[config.mk]
export PLATFORM = sky130hd
export DESIGN_NAME = seq_pattern_tx_moore_flat
export DESIGN_NICKNAME = d
export VERILOG_FILES = /design/src/rtl/seq_pattern_tx_moore_if.sv /design/src/rtl/seq_pattern_tx_moore.sv /design/src/flat_wrapper.sv
export SDC_FILE = /design/constraint.sdc
export NUM_CORES = 1
export LEC_CHECK = 0
export CORE_ASPECT_RATIO = 0.7
export CORE_UTILIZATION = 40
export DETAILED_ROUTE_END_ITERATION = 6
export GPL_TIMING_DRIVEN = 0
export SLEW_MARGIN = 20
export SYNTH_ARGS = -nofsm -noshare
export SYNTH_HDL_FRONTEND = slang
export SYNTH_SLANG_ARGS = --single-unit
[constraint.sdc]
create_clock -name clk -period 2.2 [get_ports clk]
set_input_delay 0.66 -clock clk [delete_from_list [all_inputs] [get_ports clk]]
set_output_delay 0.66 -clock clk [all_outputs]
set_load 0.01 [all_outputs]
[src/rtl/seq_pattern_tx_moore_if.sv]
`default_nettype none
// +--------------------------------------------------------------------------+
// | seq_pattern_tx_moore_if                                                  |
// | Request/control and serial-output bundle of the pattern transmitter.     |
// | Rev 1.0                                                                  |
// +--------------------------------------------------------------------------+
interface seq_pattern_tx_moore_if #(
  parameter int PAT_W = 3,
  parameter int GAP_W = 4,
  parameter int CNT_W = 8
);
  logic             start;
  logic [PAT_W-1:0] pattern;
  logic [CNT_W-1:0] repeat_n;
  logic [GAP_W-1:0] gap;
  logic             abort;
  logic             out;
  logic             out_valid;
  logic             last_bit;
  logic             busy;
  logic             done;

  modport master (
    output start, pattern, repeat_n, gap, abort,
    input  out, out_valid, last_bit, busy, done
  );

  modport slave (
    input  start, pattern, repeat_n, gap, abort,
    output out, out_valid, last_bit, busy, done
  );
endinterface
`default_nettype wire

[src/rtl/seq_pattern_tx_moore.sv]
`default_nettype none
// +--------------------------------------------------------------------------+
// | seq_pattern_tx_moore                                                     |
// | Moore FSM sending a latched pattern MSB-first, repeated with idle gaps.  |
// | Rev 1.0                                                                  |
// +--------------------------------------------------------------------------+
module seq_pattern_tx_moore #(
  parameter int PAT_W = 3,
  parameter int GAP_W = 4,
  parameter int CNT_W = 8
) (
  input  wire logic             clk,
  input  wire logic             rst,
  seq_pattern_tx_moore_if.slave bus
);

  localparam int                 c_IDX_W   = (PAT_W > 1) ? $clog2(PAT_W) : 1;
  localparam logic [c_IDX_W-1:0] c_IDX_MAX = c_IDX_W'(PAT_W - 1);

  typedef enum logic [1:0] {
    S_IDLE = 2'd0,
    S_SEND = 2'd1,
    S_GAP  = 2'd2,
    S_DONE = 2'd3
  } state_t;

  state_t             r_state, w_state_nxt;
  logic [PAT_W-1:0]   r_pat, w_pat_nxt;
  logic [c_IDX_W-1:0] r_idx, w_idx_nxt;
  logic [CNT_W-1:0]   r_rem, w_rem_nxt;
  logic [GAP_W-1:0]   r_gap, w_gap_nxt;
  logic [GAP_W-1:0]   r_gcnt, w_gcnt_nxt;

  logic r_out, r_valid, r_last, r_busy, r_done;
  logic w_out_nxt, w_valid_nxt, w_last_nxt, w_busy_nxt, w_done_nxt;

  always_comb begin
    w_state_nxt = r_state;
    w_pat_nxt   = r_pat;
    w_idx_nxt   = r_idx;
    w_rem_nxt   = r_rem;
    w_gap_nxt   = r_gap;
    w_gcnt_nxt  = r_gcnt;
    unique case (r_state)
      S_IDLE: begin
        if (bus.start) begin
          if (bus.repeat_n != '0) begin
            w_state_nxt = S_SEND;
            w_pat_nxt   = bus.pattern;
            w_rem_nxt   = bus.repeat_n;
            w_gap_nxt   = bus.gap;
            w_idx_nxt   = c_IDX_MAX;
          end else begin
            w_state_nxt = S_DONE;
          end
        end
      end
      S_SEND: begin
        if (bus.abort) begin
          w_state_nxt = S_DONE;
        end else if (r_idx == '0) begin
          // Repeat boundary: the count decides between gap, back-to-back or finish.
          w_rem_nxt = r_rem - CNT_W'(1);
          if (w_rem_nxt == '0) begin
            w_state_nxt = S_DONE;
          end else if (r_gap != '0) begin
            w_state_nxt = S_GAP;
            w_gcnt_nxt  = r_gap;
          end else begin
            w_idx_nxt = c_IDX_MAX;
          end
        end else begin
          w_idx_nxt = r_idx - c_IDX_W'(1);
        end
      end
      S_GAP: begin
        if (bus.abort) begin
          w_state_nxt = S_DONE;
        end else if (r_gcnt == GAP_W'(1)) begin
          w_state_nxt = S_SEND;
          w_idx_nxt   = c_IDX_MAX;
        end else begin
          w_gcnt_nxt = r_gcnt - GAP_W'(1);
        end
      end
      S_DONE: begin
        w_state_nxt = S_IDLE;
      end
      default: begin
        w_state_nxt = S_IDLE;
      end
    endcase
  end

  // Outputs are decoded from the next state so they land in flops alongside it.
  always_comb begin
    w_out_nxt   = 1'b0;
    w_valid_nxt = 1'b0;
    w_last_nxt  = 1'b0;
    w_busy_nxt  = 1'b0;
    w_done_nxt  = 1'b0;
    unique case (w_state_nxt)
      S_SEND: begin
        w_out_nxt   = w_pat_nxt[w_idx_nxt];
        w_valid_nxt = 1'b1;
        w_last_nxt  = (w_idx_nxt == '0);
        w_busy_nxt  = 1'b1;
      end
      S_GAP: begin
        w_busy_nxt = 1'b1;
      end
      S_DONE: begin
        w_done_nxt = 1'b1;
      end
      default: begin
      end
    endcase
  end

  always_ff @(posedge clk) begin
    if (rst) begin
      r_state <= S_IDLE;
      r_pat   <= '0;
      r_idx   <= '0;
      r_rem   <= '0;
      r_gap   <= '0;
      r_gcnt  <= '0;
      r_out   <= 1'b0;
      r_valid <= 1'b0;
      r_last  <= 1'b0;
      r_busy  <= 1'b0;
      r_done  <= 1'b0;
    end else begin
      r_state <= w_state_nxt;
      r_pat   <= w_pat_nxt;
      r_idx   <= w_idx_nxt;
      r_rem   <= w_rem_nxt;
      r_gap   <= w_gap_nxt;
      r_gcnt  <= w_gcnt_nxt;
      r_out   <= w_out_nxt;
      r_valid <= w_valid_nxt;
      r_last  <= w_last_nxt;
      r_busy  <= w_busy_nxt;
      r_done  <= w_done_nxt;
    end
  end

  assign bus.out       = r_out;
  assign bus.out_valid = r_valid;
  assign bus.last_bit  = r_last;
  assign bus.busy      = r_busy;
  assign bus.done      = r_done;

endmodule
`default_nettype wire

[src/flat_wrapper.sv]
// flat-port wrapper written by rule: the top's interface ports become plain ports
module seq_pattern_tx_moore_flat 
#(
  parameter int PAT_W = 3,
  parameter int GAP_W = 4,
  parameter int CNT_W = 8
)
  (clk, rst, bus_start, bus_pattern, bus_repeat_n, bus_gap, bus_abort, bus_out, bus_out_valid, bus_last_bit, bus_busy, bus_done);
  seq_pattern_tx_moore_if #(.PAT_W(PAT_W), .GAP_W(GAP_W), .CNT_W(CNT_W)) bus_i ();
  input  wire logic clk;
  input  wire logic rst;
  input wire logic [$bits(bus_i.start)-1:0] bus_start;
  input wire logic [$bits(bus_i.pattern)-1:0] bus_pattern;
  input wire logic [$bits(bus_i.repeat_n)-1:0] bus_repeat_n;
  input wire logic [$bits(bus_i.gap)-1:0] bus_gap;
  input wire logic [$bits(bus_i.abort)-1:0] bus_abort;
  output wire logic [$bits(bus_i.out)-1:0] bus_out;
  output wire logic [$bits(bus_i.out_valid)-1:0] bus_out_valid;
  output wire logic [$bits(bus_i.last_bit)-1:0] bus_last_bit;
  output wire logic [$bits(bus_i.busy)-1:0] bus_busy;
  output wire logic [$bits(bus_i.done)-1:0] bus_done;
  assign bus_i.start = bus_start;
  assign bus_i.pattern = bus_pattern;
  assign bus_i.repeat_n = bus_repeat_n;
  assign bus_i.gap = bus_gap;
  assign bus_i.abort = bus_abort;
  assign bus_out = bus_i.out;
  assign bus_out_valid = bus_i.out_valid;
  assign bus_last_bit = bus_i.last_bit;
  assign bus_busy = bus_i.busy;
  assign bus_done = bus_i.done;
  seq_pattern_tx_moore #(.PAT_W(PAT_W), .GAP_W(GAP_W), .CNT_W(CNT_W)) u_core (.clk(clk), .rst(rst), .bus(bus_i));
endmodule
# After elaboration in Yosys (flattened, before gate mapping)
# Cells that the tools add are included.
dict set report totals {
  ramBits 0
  reg_bits 28
  latchBits 0
  elab_cells 82
  mem_bits_ro 0
  out_inout_bits 5
  input_bits 19
  mem_count 0
}
dict set report classes {
  n_mux 38
  bitwise_logic 1
  eq_ne 15
  div 0
  shift 0
  reduce_logical 13
  magnitude_cmp 1
  n_mul 0
  addsub 3
}
# op n
set ops {}
lappend ops {{two-way mux 2 bit} 16}
lappend ops {{two-way mux 8 bit} 4}
lappend ops {{two-way mux 4 bit} 6}
lappend ops {{case mux 8 bit (2 select lines)} 1}
lappend ops {{!= test 2 bit (second input constant)} 5}
lappend ops {{two-way mux 3 bit} 3}
lappend ops {{== test 2 bit (second input constant)} 4}
lappend ops {{logical NOT 8 bit} 1}
lappend ops {{case mux 2 bit (4 select lines)} 1}
lappend ops {{case mux 4 bit (2 select lines)} 1}
lappend ops {{nonzero test 8 bit} 1}
lappend ops {{subtractor 8 x 1 -> 8 bit (second input constant)} 1}
lappend ops {{AND reduction 7 bit} 1}
lappend ops {{logical NOT 2 bit} 3}
lappend ops {{!= test 2 x 1 -> 1 bit (second input constant)} 3}
lappend ops {{case mux 2 bit (3 select lines)} 1}
lappend ops {{AND reduction 5 bit} 1}
lappend ops {{== test 2 x 1 -> 1 bit (second input constant)} 2}
lappend ops {{== test 4 x 1 -> 1 bit (second input constant)} 1}
lappend ops {{two-way mux 1 bit} 4}
lappend ops {{nonzero test 2 bit} 2}
lappend ops {{nonzero test 4 bit} 1}
lappend ops {{OR reduction 2 bit} 2}
lappend ops {{subtractor 4 x 1 -> 4 bit (second input constant)} 1}
lappend ops {{other kinds (5)} 5}

# Logic depth before layout (Yosys ltp)
# Gate-level depths: netlist (run 1).
dict set report logic_depth {
  word_depth 9
  ltp_mapped 11
  depth_no_buf 11
}

# Worst setup path before layout (run 1)
# Ideal clock, no wire load.
dict set report synth_path {
  path_type {input-to-reg}
  startpoint {input port bus_repeat_n[0]}
  endpoint {register u_core.r_out, in the netlist u_core.bus.out}
  n_path_buf 1
  required_ps 2082
  path_stages 6
  t_arrival_ps 1868
  setup_time_ps 118
  slack_ps 214
  cell_sequence {nor4_4 > a2111oi_2 > buf_6 > mux2_2 > o2111ai_1 > nand2_1}
}
dict set report synth_via {
  elab_chain_cells 7
  word_cells_on_any_way 15
  classes_between {1 x eq/ne; 11 x mux; 1 x bitwise; 2 x reduce/logical}
}
# item line_no
set synth_rtl {}
lappend synth_rtl {{from (decl)} flat_wrapper.sv:14} ;# input wire logic [$bits(bus_i.repeat_n)-1:0] bus_repeat_n;
lappend synth_rtl {{nonzero test 8 bit *} seq_pattern_tx_moore.sv:47} ;# if (bus.repeat_n != '0) begin
lappend synth_rtl {{two-way mux 2 bit} seq_pattern_tx_moore.sv:47}
lappend synth_rtl {{two-way mux 2 bit} seq_pattern_tx_moore.sv:46} ;# if (bus.start) begin
lappend synth_rtl {{case mux 2 bit (4 select lines)} seq_pattern_tx_moore.sv:44} ;# unique case (r_state)
lappend synth_rtl {{== test 2 x 1 -> 1 bit} seq_pattern_tx_moore.sv:102} ;# unique case (w_state_nxt)
lappend synth_rtl {{NOT 1 bit (no source line)} -}
lappend synth_rtl {{OR reduction 2 bit (no source line)} -}
lappend synth_rtl {{to (signal assigned)} seq_pattern_tx_moore.sv:140} ;# r_out <= w_out_nxt;
lappend synth_rtl {{to (decl)} seq_pattern_tx_moore.sv:34} ;# logic r_out, r_valid, r_last, r_busy, r_done;
# Every way passes the cells marked *; elsewhere a longest branch is shown, timed or not. The select of a mux whose other input is x is not followed.
# A chain may end at the register's enable or synchronous reset.

# Final worst setup path (run 1)
dict set report layout_path {
  startpoint {input port bus_repeat_n[0]}
  endpoint {register u_core.r_last, in the netlist u_core.bus.last_bit}
}
dict set report layout_via {
  elab_chain_cells 7
  word_cells_on_any_way 11
  classes_between {1 x eq/ne; 6 x mux; 1 x bitwise; 3 x reduce/logical}
}
# item line_no
set layout_rtl {}
lappend layout_rtl {{nonzero test 8 bit *} seq_pattern_tx_moore.sv:47}
lappend layout_rtl {{two-way mux 2 bit} seq_pattern_tx_moore.sv:47}
lappend layout_rtl {{two-way mux 2 bit} seq_pattern_tx_moore.sv:46}
lappend layout_rtl {{case mux 2 bit (4 select lines)} seq_pattern_tx_moore.sv:44}
lappend layout_rtl {{== test 2 x 1 -> 1 bit} seq_pattern_tx_moore.sv:102}
lappend layout_rtl {{NOT 1 bit (no source line)} -}
lappend layout_rtl {{OR reduction 2 bit (no source line)} -}
lappend layout_rtl {{to (signal assigned)} seq_pattern_tx_moore.sv:142} ;# r_last <= w_last_nxt;
lappend layout_rtl {{to (decl)} seq_pattern_tx_moore.sv:34}
# Every way passes the cells marked *; elsewhere a longest branch is shown, timed or not.

==> results of run 1 <==
[metal layers]
layer,GRT usage,vias up,share of wire
li1,-,774,-
met3,0.0393,4,0.079
met4,0.0317,0,0.0070
met5,0,-,0
met2,0.257,49,0.39
met1,0.287,701,0.52
[cell families (layout without fill, tap and decap cells)]
kind of cell	Yosys count	count (layout)	synth area share
adders and majority gates	6	6	0.0457
xor gates and xnor gates	2	2	0.0107
DFF	28	28	0.341
and+or+nand+nor	88	88	0.297
muxes	8	8	0.0502
AOI/OAI and AO/OA	51	51	0.207
buffers and inverters	18	49	0.0487
[cell usage in the layout, fill, tap and decap left out, drive strengths merged, types with 3 or more instances in the layout]
| cell | netlist | final |
|---|---|---|
| clkdlybuf4s50 | 0 | 13 |
| o21ai | 14 | 14 |
| ha | 6 | 6 |
| nand2 | 18 | 18 |
| nand2b | 3 | 3 |
| a31oi | 4 | 4 |
| clkdlybuf4s15 | 0 | 3 |
| nor2 | 35 | 35 |
| buf | 6 | 12 |
| mux2i | 6 | 6 |
| nor4 | 6 | 6 |
| nor3 | 4 | 4 |
| nand3 | 5 | 5 |
| clkbuf | 5 | 9 |
| nor2b | 6 | 6 |
| inv | 7 | 7 |
| dlygate4sd2 | 0 | 5 |
| dfxtp | 28 | 28 |
| a21oi | 19 | 19 |
[flip-flops by register name, indices dropped and copies added, names as in the netlist]
name	cells
u_core.r_rem	8
u_core.r_gap	4
u_core.r_gcnt	4
u_core.r_pat	3
u_core.r_idx	2
u_core.r_state	2
u_core.bus.busy	1
u_core.bus.done	1
u_core.bus.last_bit	1
u_core.bus.out	1
u_core.bus.out_valid	1
[cell type report]
type	instances	area, um^2	share of cell area
buffer	11	55.1	0.0267
clock buffer	3	41.3	0.0201
inverter	7	26.3	0.0128
multi-input combinational	155	1050	0.511
sequential	28	562	0.273
tap	52	65.1	0.0316
timing repair buffer	28	256	0.125
[final timing paths]
check	endpoint	depth (start not counted)	start
max reg2reg	u_core.bus.out	10	u_core.r_rem[1]
min	u_core.r_pat[0]	2	u_core.r_pat[0]
max	u_core.bus.last_bit	9	bus_repeat_n[0]
min reg2reg	u_core.r_pat[0]	2	u_core.r_pat[0]
[power breakdown]
part	internal [mW]	total, mW	switching (mW)
Combinational	0.471	1.04	0.571
Sequential	0.614	0.700	0.0851
Clock	0.123	0.283	0.160
Total	1.21	2.02	0.816
[repair_timing]
item | in CTS | in global routing
pin swaps | 6 | 5
setup buffers | 4 | 3
resized for setup | 11 | 11
endpoints found under the setup margin | 12 | 5
[stage by stage]
stage | setup WS [ns] | hold slack, ns | power, mW
final | 0.0931 | 0.506 | 2.02
after global routing | -0.0176 | 0.530 | 2.19
after CTS | 0.0335 | 0.501 | 1.96
after detailed placement | -0.515 | 0.482 | 1.64
after global placement | -0.527 | 0.482 | 1.64
after floorplan | 0.214 | 0.458 | 1.39
[worst max-delay path: stages]
cell           delay (ns)
dlygate4sd2_1        0.26
nor4_4               0.24
buf_4                0.18
nand4_1              0.14
o211ai_1             0.17
a31oi_2              0.10
ha_2                 0.21
nor2b_4              0.13
and3_1               0.18
==> results by group, run 1 <==
Run status
  – Status: completed

Floorplanning
  – Initial Util: 0.419
  – Die Span X: a little under 80 um
  – Row count: 19
  – Core Area: 3920 um^2
  – Die area: 4370 um^2
  – Die height: 55.6 um
  – IO Pins: 24

Clocking
  – Latest clock arrival within the worst-skew pair: 0.27 ns
  – Num CTS Buffers: 3
  – CTS Sinks: 28
  – CTS Hold Buffers Added: 0
  – Clock Tree Buf Depth: 2
  – CTS tree: done
  – H-tree Lvls: 1
  – Root Buffer: clkbuf_8
  – Clock slew at the register clock pins of the worst setup and hold paths: 0.10 ns

Routing
  – WL final: 3.87 mm
  – Via density: 5.38
  – DR pass1 iterations: 4
  – Wire length per cell: around 14 um
  – Remaining DRCs: 0
  – Antenna Nets Post-Route: 0
  – Iteration-0 DRC Markers: 100
  – Vias: 1,528

Pwr
  – P_leak: 0.781 nW
  – VDD IR max: approximately 0.43 mV
  – PD cells: 984 nW/um^2

Synth
  – Synth async-reset ratio: 0
  – Synth unique cells: 50
  – Post-synth top area share: 0.341
  – Post-synth top cells: nor2_1, dfxtp_1, a21oi_1, nand2_1, o21ai_1
  – #FFs+latches synth: 28
  – Syn nets: 226
  – Sequential area share after synthesis: 0.341
  – Number of flops mapped to enable cells by yosys: 0
  – Post-Syn Area: 1640 um^2
  – Top FF cell, synth: dfxtp_1
  – Yosys warns: 0
  – Yosys top cell by area: dfxtp_1
  – Synth area leaders: dfxtp_1, nor2_1, a21oi_1
  – Mapped Avg Cell Area: 8.18 um^2
  – Post-synthesis instance total: 201
  – Count leader, synth: nor2_1

STA
  – Clk_skew: 0.00637 ns
  – Slew Viols, Final: 0
  – Crit path time final: ~2.1 ns
  – Final setup violation count: 0
  – Max Clock Freq: 475 MHz
  – TNS Setup: 0 ns
  – Tcrit/Tclk final: 0.958
  – Worst Tran Pin Value: 0.626 ns
  – Final hold vios: 0
  – Slew Limit Headroom: 0.579

Placed design
  – DP Cell Count: 274
  – Hpwl dp: 2.84 mm
  – Routability congestion estimate: 0.793
  – Placed cell area: 1920 um^2
  – Port Buf Inserts: 21

Layout
  – Cell Count, Final, Fillers Out: 284
  – Share of layout cells above drive strength 1: 0.155
  – # diodes: 0
  – Final Util: 0.525
  – Final instance area: between 2000 and 2500 um^2
  – Fill count: 394
  – Layout overhead on the synthesized area: 25.2%
  – Nets@finish: 259

Critical path
  – Type of origin of the critical path: input pin
  – CP required: 2.38 ns
  – Crit Path Category: input pin to register
  – Critical path peak fanout: 4
  – R2R Setup Slk: around 0.15 ns
  – Arr. time, crit path: 2.29 ns
  – Crit. End Element: register

Hold path
  – HP Class: register to register

Global routing
  – Initial antenna violation count: 0
  – Gr usage total: 0.184
  – Pin count of the biggest net entering global routing: 15
  – Vias in the first global route: 1,320
  – First-pass GRT wire length: 6.31 mm
  – Total gr overflow: 0

Flow run
  – Maxcap violations: 0
Power figures use the tool's default switching activity.
==> run 2, diff against run 1 <==
--- a/config.mk
+++ b/config.mk
@@ -5,7 +5,7 @@
 export SDC_FILE = /design/constraint.sdc
 export NUM_CORES = 1
 export LEC_CHECK = 0
-export CORE_ASPECT_RATIO = 0.7
+export CORE_ASPECT_RATIO = 1.1
 export CORE_UTILIZATION = 40
 export DETAILED_ROUTE_END_ITERATION = 6
 export GPL_TIMING_DRIVEN = 0
==> results by group, run 2 (synthesis results as in run 1) <==
Run status
  – Status: completed

Routing
  – Wire length per cell: 13.1 um (-3.7%)
  – Remaining DRCs: 0 (unchanged)
  – DR pass1 iterations: 4 (unchanged)
  – Antenna Nets Post-Route: 0 (unchanged)
  – WL final: 3.73 mm (-3.7%)
  – Vias: 1,509 (-1.2%)
  – Iteration-0 DRC Markers: 69 (-31%)
  – Via density: 5.31 (-1.2%)

Floorplanning
  – Initial Util: 0.415 (-0.00437)
  – Die area: 4370 um^2 (about the same)
  – IO Pins: 24 (unchanged)
  – Row count: 24 (+5)
  – Die height: 69.2 um (+24%)
  – Core Area: 3960 um^2 (+1.1%)
  – Die Span X: 63.1 um (-20%)

Layout
  – Layout overhead on the synthesized area: 26.9%
  – Fill count: 410 (+4.1%)
  – Share of layout cells above drive strength 1: 0.168 (+0.0129)
  – Final Util: 0.526 (+0.00148)
  – Biggest regs: u_core.r_rem: 8 flops, u_core.r_gap: 4 flops, u_core.r_gcnt: 4 flops
  – # diodes: 0 (unchanged)
  – Nets@finish: 258 (-0.39%)
  – Most frequent cells in the layout: nor2_1, dfxtp_1, a21oi_1
  – Commonest non-fill, non-tap cell in the layout: nor2_1
  – Largest Register: u_core.r_rem
  – Max reg flops: 8 (unchanged)

STA
  – Tcrit/Tclk final: 0.955 (-0.00292)
  – Worst hold slack: 0.490 ns (-0.0161 ns)
  – TNS Setup: 0 ns (unchanged)
  – Clk_skew: 0.00522 ns (-0.00114 ns)
  – Max Clock Freq: 476 MHz (+0.31%)
  – Crit path setup slack, layout: 0.0995 ns (+0.00642 ns)
  – Final hold vios: 0 (unchanged)
  – RSZ-0062 raised after global routing: false
  – Worst Tran Pin Value: 0.616 ns (-0.0100 ns)
  – Final setup violation count: 0 (unchanged)
  – Slew Limit Headroom: 0.586 (+0.00739)
  – Slew Viols, Final: 0 (unchanged)
  – Crit path time final: 2.10 ns (-0.00642 ns)

Pwr
  – PD cells: 1040 nW/um^2 (+5.4%)
  – Power Total: 2.16 mW (+6.8%)
  – VDD IR max: 0.438 mV (+1.9%)
  – P_leak: 0.806 nW (+3.3%)

Clocking
  – Clock Tree Buf Depth: 2 (unchanged)
  – CTS tree: done
  – H-tree Lvls: 1 (unchanged)
  – Clock slew at the register clock pins of the worst setup and hold paths: 0.10 ns (about the same)
  – CTS Hold Buffers Added: 0 (unchanged)
  – CTS Sinks: 28 (unchanged)
  – Root Buffer: clkbuf_8
  – Latest clock arrival within the worst-skew pair: 0.28 ns (about the same)
  – Num CTS Buffers: 3 (unchanged)

Placed design
  – Hpwl dp: 2.76 mm (-2.7%)
  – Routability congestion estimate: 0.791 (-0.29%)
  – Port Buf Inserts: 21 (unchanged)
  – Pre-CTS setup slack: -0.504 ns (+0.0109 ns)

Critical path
  – Launching point of the worst reg2reg path: u_core.r_rem[0]
  – CP required: 2.37 ns (about the same)
  – Type of origin of the critical path: input pin
  – Arr. time, crit path: 2.27 ns (-0.02 ns)
  – Crit Path Category: input pin to register
  – Critical path peak fanout: 4 (unchanged)
  – Launch point of the worst path: bus_repeat_n[3]
  – Crit. End Element: register

Global routing
  – Vias in the first global route: 1,360 (+3.0%)
  – First-pass GRT wire length: 6.34 mm (+0.56%)
  – Initial antenna violation count: 0 (unchanged)
  – Gr usage total: 0.184 (about the same)
  – Total gr overflow: 0 (unchanged)
  – Pin count of the biggest net entering global routing: 17 (+2)

Hold path
  – HP Class: register to register
  – Hold_sp: u_core.r_rem[7]

Flow run
  – Maxcap violations: 0 (unchanged)
==> run 2: cell count changes in the layout (fill, tap and decap cells not counted), sizes merged <==
cell           before  now
buf                12   11
bufinv              0    1
clkbuf              9   10
clkdlybuf4s15       3    2
dlygate4sd2         5    4
dlymetal6s2s        0    1
==> run 2: timing repair <==
| item | CTS | global route |
|---|---|---|
| pin swaps | 5 | 9 |
| cloned | 0 | 0 |
| endpoints found under the setup margin | 10 | 5 |
| gates resized for setup | 11 | 13 |
| setup buffers | 4 | 2 |
==> run 2: layout make-up <==
type	count	area [um^2]	area share
tap	52	65.1	0.0312
inverter	7	26.3	0.0126
timing repair buffer	27	248	0.119
sequential	28	563	0.270
clock buffer	3	41.3	0.0198
multi-input combinational	155	1060	0.507
buffer	11	55.1	0.0264
clock inverter	1	30.0	0.0144
==> run 2: report_power, final <==
part           total, mW  internal (mW)  switching [mW]  leakage (nW)
combinational       1.05          0.479           0.575         0.540
sequential         0.699          0.615          0.0839         0.230
clock              0.409          0.244           0.166        0.0357
total               2.16           1.34           0.824         0.806
==> run 2: worst paths after layout <==
check / end / slack [ns] / cells after the start
setup / recovery: u_core.bus.out / 0.1 / 9
hold / removal: u_core.r_rem[7] / 0.49 / 2
setup reg to reg: u_core.bus.out / 0.19 / 10
hold reg to reg: u_core.r_rem[7] / 0.49 / 2
==> run 2: critical path, stage by stage <==
cell and delay, ns:
dlygate4sd2_1 0.27, nor4_4 0.37, nand4_1 0.18, o211ai_1 0.19
a31oi_4 0.07, ha_2 0.21, nor2b_4 0.13, nand4b_1 0.11
nand2_1 0.07
==> run 2: stage by stage <==
step	std cells	instance area, um^2
2_1_floorplan	201	1640
3_3_place_gp	274	1920
3_5_place_dp	274	1920
4_1_cts	282	2040
5_1_grt	284	2090
6_report	284	2090
==> run 2: per-layer routing <==
layer	vias up	track usage	routed length [um]
met4	0	0.0724	75
li1	775	-	-
met5	-	0	0
met1	689	0.255	1820
met2	36	0.283	1710
met3	9	0.0280	122
